--- src/rtl/oc8051_bus_sched_pkg.sv ---
// Shared definitions for the oc8051 dual-core bus scheduler: holder encodings,
// scheduler state encoding and the burst-quota helper.
package oc8051_defines;

  localparam logic PROC_A = 1'b1;
  localparam logic PROC_B = 1'b0;

  typedef enum logic [1:0] {
    SCHED_IDLE = 2'd0,
    SCHED_BUSY = 2'd1,
    SCHED_DENY = 2'd2
  } sched_state_e;

  // Consecutive-grant count: restarts at 1 on a holder change, saturates at quota.
  function automatic logic [3:0] burst_next(input logic [3:0] cnt,
                                            input logic [3:0] quota,
                                            input logic       same);
    if (!same)         return 4'd1;
    if (cnt >= quota)  return quota;
    return cnt + 4'd1;
  endfunction

endpackage

--- src/rtl/oc8051_bus_wdog.sv ---
// Transaction watchdog: counts cycles while enabled, clears on request and
// flags the terminal count TIMEOUT-1.
module oc8051_bus_wdog #(
  parameter int TIMEOUT = 64
) (
  input  logic clk,
  input  logic rst,
  input  logic clr_i,
  input  logic en_i,
  output logic tc_o
);

  localparam logic [7:0] TC_VAL = 8'(TIMEOUT - 1);

  logic [7:0] cnt_q;

  always_ff @(posedge clk or posedge rst) begin
    if (rst)        cnt_q <= '0;
    else if (clr_i) cnt_q <= '0;
    else if (en_i)  cnt_q <= cnt_q + 8'd1;
  end

  assign tc_o = (cnt_q == TC_VAL);

endmodule

--- src/rtl/oc8051_bus_sched.sv ---
// Registered one-transaction-at-a-time scheduler for the bus shared by two oc8051
// cores, with burst quota and watchdog abort. Optional OC8051_BUS_PRIV_FILTER_EN.
module oc8051_bus_sched
  import oc8051_defines::*;
#(
  parameter int          QUOTA   = 4,
  parameter int          TIMEOUT = 64,
  parameter logic [15:0] PROT_LO = 16'hF000,
  parameter logic [15:0] PROT_HI = 16'hFFFF
) (
  input  logic        clk,
  input  logic        rst,
  input  logic        stb_A,
  input  logic        stb_B,
  input  logic        wr_A,
  input  logic        wr_B,
  input  logic [15:0] addr_A,
  input  logic [15:0] addr_B,
  input  logic [7:0]  data_in_A,
  input  logic [7:0]  data_in_B,
  input  logic        priv_lvl_A,
  input  logic        priv_lvl_B,
  output logic        ack_A,
  output logic        ack_B,
  output logic        err_A,
  output logic        err_B,
  output logic [7:0]  data_out_A,
  output logic [7:0]  data_out_B,
  output logic        stb,
  output logic        wr,
  output logic [15:0] addr,
  output logic [7:0]  data_in,
  output logic        priv_lvl,
  input  logic        ack,
  input  logic [7:0]  data_out,
  output logic        selected_proc,
  output logic        timeout
);

  localparam logic [3:0] QUOTA_C = 4'(QUOTA);

  sched_state_e state_q, state_d;
  logic         sel_q, sel_d;
  logic [3:0]   burst_q, burst_d;
  logic         win, deny;
  logic         wd_clr, wd_en, wd_tc;
  logic         hold_ack, hold_err;

  // Fair pick: the holder keeps the bus only while under quota and contended.
  always_comb begin
    win = stb_A ? PROC_A : PROC_B;
    if (stb_A && stb_B) win = (burst_q < QUOTA_C) ? sel_q : ~sel_q;
  end

`ifdef OC8051_BUS_PRIV_FILTER_EN
  logic        w_priv;
  logic [15:0] w_addr;
  assign w_priv = (win == PROC_A) ? priv_lvl_A : priv_lvl_B;
  assign w_addr = (win == PROC_A) ? addr_A : addr_B;
  assign deny   = !w_priv && ({1'b0, w_addr} >= {1'b0, PROT_LO})
                          && ({1'b0, w_addr} <= {1'b0, PROT_HI});
`else
  logic unused_prot;
  assign unused_prot = ^{PROT_LO, PROT_HI};
  assign deny        = 1'b0;
`endif

  always_comb begin
    state_d  = state_q;
    sel_d    = sel_q;
    burst_d  = burst_q;
    stb      = 1'b0;
    hold_ack = 1'b0;
    hold_err = 1'b0;
    timeout  = 1'b0;
    wd_clr   = 1'b1;
    wd_en    = 1'b0;
    case (state_q)
      SCHED_IDLE: begin
        if (stb_A || stb_B) begin
          sel_d   = win;
          burst_d = burst_next(burst_q, QUOTA_C, win == sel_q);
          state_d = deny ? SCHED_DENY : SCHED_BUSY;
        end
      end
      SCHED_BUSY: begin
        wd_clr   = 1'b0;
        wd_en    = 1'b1;
        hold_ack = ack;
        // A late ack still completes the transfer; the abort only fires without it.
        stb      = ((sel_q == PROC_A) ? stb_A : stb_B) && !(wd_tc && !ack);
        if (ack) begin
          state_d = SCHED_IDLE;
        end else if (wd_tc) begin
          timeout  = 1'b1;
          hold_err = 1'b1;
          state_d  = SCHED_IDLE;
        end
      end
      SCHED_DENY: begin
        hold_err = 1'b1;
        state_d  = SCHED_IDLE;
      end
      default: state_d = SCHED_IDLE;
    endcase
  end

  always_ff @(posedge clk or posedge rst) begin
    if (rst) begin
      state_q <= SCHED_IDLE;
      sel_q   <= PROC_A;
      burst_q <= '0;
    end else begin
      state_q <= state_d;
      sel_q   <= sel_d;
      burst_q <= burst_d;
    end
  end

  oc8051_bus_wdog #(.TIMEOUT(TIMEOUT)) u_wdog (
    .clk   (clk),
    .rst   (rst),
    .clr_i (wd_clr),
    .en_i  (wd_en),
    .tc_o  (wd_tc)
  );

  assign wr            = (sel_q == PROC_A) ? wr_A       : wr_B;
  assign addr          = (sel_q == PROC_A) ? addr_A     : addr_B;
  assign data_in       = (sel_q == PROC_A) ? data_in_A  : data_in_B;
  assign priv_lvl      = (sel_q == PROC_A) ? priv_lvl_A : priv_lvl_B;
  assign ack_A         = hold_ack && (sel_q == PROC_A);
  assign ack_B         = hold_ack && (sel_q == PROC_B);
  assign err_A         = hold_err && (sel_q == PROC_A);
  assign err_B         = hold_err && (sel_q == PROC_B);
  assign data_out_A    = data_out;
  assign data_out_B    = data_out;
  assign selected_proc = sel_q;

endmodule

--- config.mk ---
export PLATFORM = sky130hd
export DESIGN_NAME = oc8051_bus_sched
export DESIGN_NICKNAME = d
export VERILOG_FILES = /design/src/rtl/oc8051_bus_sched_pkg.sv /design/src/rtl/oc8051_bus_wdog.sv /design/src/rtl/oc8051_bus_sched.sv
export SDC_FILE = /design/constraint.sdc
export NUM_CORES = 1
export LEC_CHECK = 0
export BUFFER_PORTS_ARGS = -buffer_cell sky130_fd_sc_hd__clkbuf_2
export CAP_MARGIN = 40
export CORE_UTILIZATION = 33
export DETAILED_ROUTE_END_ITERATION = 7
export PLACE_DENSITY = 0.78
export SETUP_SLACK_MARGIN = 0.3
export SLEW_MARGIN = 20
export SYNTH_ARGS = -nofsm -noshare
export SYNTH_HDL_FRONTEND = slang
export SYNTH_HIERARCHICAL = 1
export SYNTH_SLANG_ARGS = --single-unit
--- constraint.sdc ---
create_clock -name clk -period 1.4 [get_ports clk]
set_clock_uncertainty 0.2 [all_clocks]
set_input_delay 0.07 -clock clk [delete_from_list [all_inputs] [get_ports clk]]
set_output_delay 0.07 -clock clk [all_outputs]
set_load 0.02 [all_outputs]
==> metrics.csv <==
metric,value,unit
Area Overhead vs Synth,121.2,%
DP HPWL,3057,um
first-pass iteration count of the detailed router,4,
Port Buffers,89,
Starting Density,35.27,%
post-route setup slack,-608.2,ps
Tmin final,2008,ps
vias in the first global route,1527,
hold crit path type,primary input to flip-flop,
die height,62.43,um
placed cell area,1904,um2
top cell type by total area after synthesis,dfrtp_1,
Routed Antenna Nets,0,
Final Power,4.228,mW
post-synth cell types,35,
P_leak,1.395,nW
H-tree levels,1,
Combinational Power Share,79.6,%
met1 Use GR,21.70,%
Startpoint Class,flip-flop,
grt met3 use,5.657,%
"CP delay by family, top",simple AND/OR/NAND/NOR gates,
Hold Path End,selected_proc$_DFFE_PP1P_,
IO Pins,114,
initial antenna violation count,0,
delay of the slowest critical-path stage,410,ps
CP Class,flip-flop to output pin,
final hold vios,1,
# DRC,0,
Worst Path Required,1130,ps
Int Power,2.573,mW
Hold Startpoint,stb_A,
"Clk Latency, worst-skew pair",280,ps
CTS Buffer Depth,2,
violated checks,"negative hold slack, negative setup slack",
WL/cell,20.65,um
"Seq/Total Area, Yosys",29.18,%
share of synthesized flip-flops with an asynchronous set or reset,100.0,%
cell area power density,1586,nW/um2
"Setup violations, final",43,
Most used DFF post-synth,dfrtp_1,
placed cell count,258,
top cell type's share of synthesized area,27.00,%
CP endpoint kind,output pin,
Clock transition at path regs,100,ps
top-count cell post-synth,mux2_2,
largest net degree at the start of global routing,12,
"FF+latch count, synth",14,
gr usage total,23.76,%
Slowest cell on crit path,dfrtp_1,
"Design Area, Final",2665,um2
Final #Nets,314,
slew of the pin with the lowest slew margin,448.3,ps
utilization after layout,78.02,%
CTS tree,built,
RSZ-0062 raised after global routing,yes,
path depth of the worst reg2reg path,6,
Hold Buf Count CTS,11,
first-pass GRT wire length,7258,um
Die W,62.43,um
Site Rows,21,
VDD IR-drop max,777.8,uV
number of flops mapped to enable cells by yosys,0,
"Slew Viols, Final",0,
Critical R2R Capture,burst_q[2]$_DFFE_PP0P_,
Reg power frac,14.4,%
Hold Path Stages,3,
die area,3897,um2
share of post-route cells with drive strength above 1,76.02,%
"Cell Area, Synth",1205,um2
Syn Inst Count,124,
Total Wirelength,6030,um
"Net Count, Synth",191,
Top Usage Layer GRT,met2,
ANT cells,0,
CP Max Fanout,3,
Max-slew headroom,70.24,%
Psw,1.655,mW
Non-Filler Instances,292,
CTS buffer count,3,
max frequency,0.4980,GHz
total grt overflow,0,
max cap viols,0,
YS warnings,6,
clock share of power,6.0,%
GR Layer Usage met2,50.00,%
Root Buffer,clkbuf_4,
R2R Setup Slk,-430,ps
Core Region,3416,um2
"Avg Cell Area, Syn",9.717,um2
Final GP Congestion,0.7610,
switch share,39.14,%
CP startpoint,u_wdog/cnt_q[0]$_DFFE_PP0P_,
synth cell count leaders,"mux2_2 (26), buf_4 (19), dfrtp_1 (13)",
Clock Sinks,14,
period utilization,143.4,%
final hold slack,-37.60,ps
fillers,189,
CP Data Arrival Time,1740,ps
via count,1537,
crit path cell chain,"ha_4, nor4b_4, nor3b_4, and2_2, clkbuf_8",
largest cells by area after synthesis,"dfrtp_1 (27%), mux2_2 (24%), buf_4 (12%), a21oi_1 (2.5%), nor2_1 (2.5%)",
Fin Setup TNS,-16750,ps
CP Buf/Inv Count,1,
DRT iter0 DRCs,55,
reg2reg start,selected_proc$_DFFE_PP1P_,
status,finished with violations,
drt via density,5.264,
## metrics by stage
step | hold slack (ps) | setup slack, ps
detailed placement | -203.6 | -204.1
CTS | -65.91 | -477.9
floorplan | -339.8 | -299.8
finish | -37.60 | -608.2
global placement | -205.5 | -146.1
global route | -35.82 | -627.8
## worst reg2reg max path, delay by kind of cell (launching register included)
family / cells / cell delay [ps]
flops: 1 / 580
compound gates: 2 / 260
buf+inv: 3 / 380
mux: 1 / 330
## metal layers
| metal | vias to the layer above | share of wire [%] |
|---|---|---|
| met5 | - | 0 |
| met4 | 0 | 5.1 |
| met3 | 24 | 6.8 |
| met2 | 104 | 58 |
| met1 | 742 | 30 |
| li1 | 667 | - |
## layout make-up
type | count | area [um2] | share of cell area (%)
clock buffer | 4 | 26.28 | 0.9859
sequential | 14 | 352.8 | 13.24
inverter | 5 | 18.77 | 0.7042
tap | 46 | 57.56 | 2.160
timing repair buffer | 140 | 1281 | 48.08
multi-input combinational | 83 | 928.4 | 34.84
## power groups by stage
stage               Combinational [mW]  Clock [mW]  Sequential (mW)
global route                      3.48       0.283            0.616
CTS                               2.73       0.251            0.598
global placement                  1.97           0            0.599
finish                            3.36       0.255            0.609
floorplan                         1.54           0            0.612
detailed placement                2.00           0            0.606
## state kept, by name, indices dropped and copies added, names as in the netlist
name           count
selected_proc      1
u_wdog/cnt_q       8
burst_q            4
state_q            1
## cells in the final DEF (no fill, tap or decap), drive strengths merged, types with 3 or more instances in the layout
cell,instances
buf,71
clkbuf,62
mux2,27
dfrtp,13
dlymetal6s4s,8
nor2,8
a21oi,6
inv,5
o21ai,5
nand2,4
nand4,4
dlygate4sd3,3
xor2,3
or3,3
nand3,3
## timing repair
action | CTS | global route
hold endpoints to repair | 32 | 1
resized for setup | 43 | 103
cloned | 2 | 1
setup buffers | 11 | 5
pin swaps | 13 | 7
setup endpoints to repair | 47 | 63
## worst max-delay path by stage
stage            end  cells after the start
2_1_floorplan  err_B                      4
3_3_place_gp   err_B                      5
3_5_place_dp   err_B                      5
4_1_cts        err_B                      5
5_1_grt        err_A                      5
6_report       err_A                      5
## cells by family (layout without fill, tap and decap cells)
group                    Yosys count  in the layout  synth area share [%]
adder cells (fa/ha/maj)            2              2                 2.077
multiplexers                      28             28                 26.38
buffers and inverters             27            149                 15.06
AO/OA/AOI/OAI                     17             17                 8.827
flip-flops                        14             14                 29.18
XOR/XNOR                           4              4                 2.908
AND/OR/NAND/NOR                   32             32                 15.58
(Power assumes the default switching activity.)
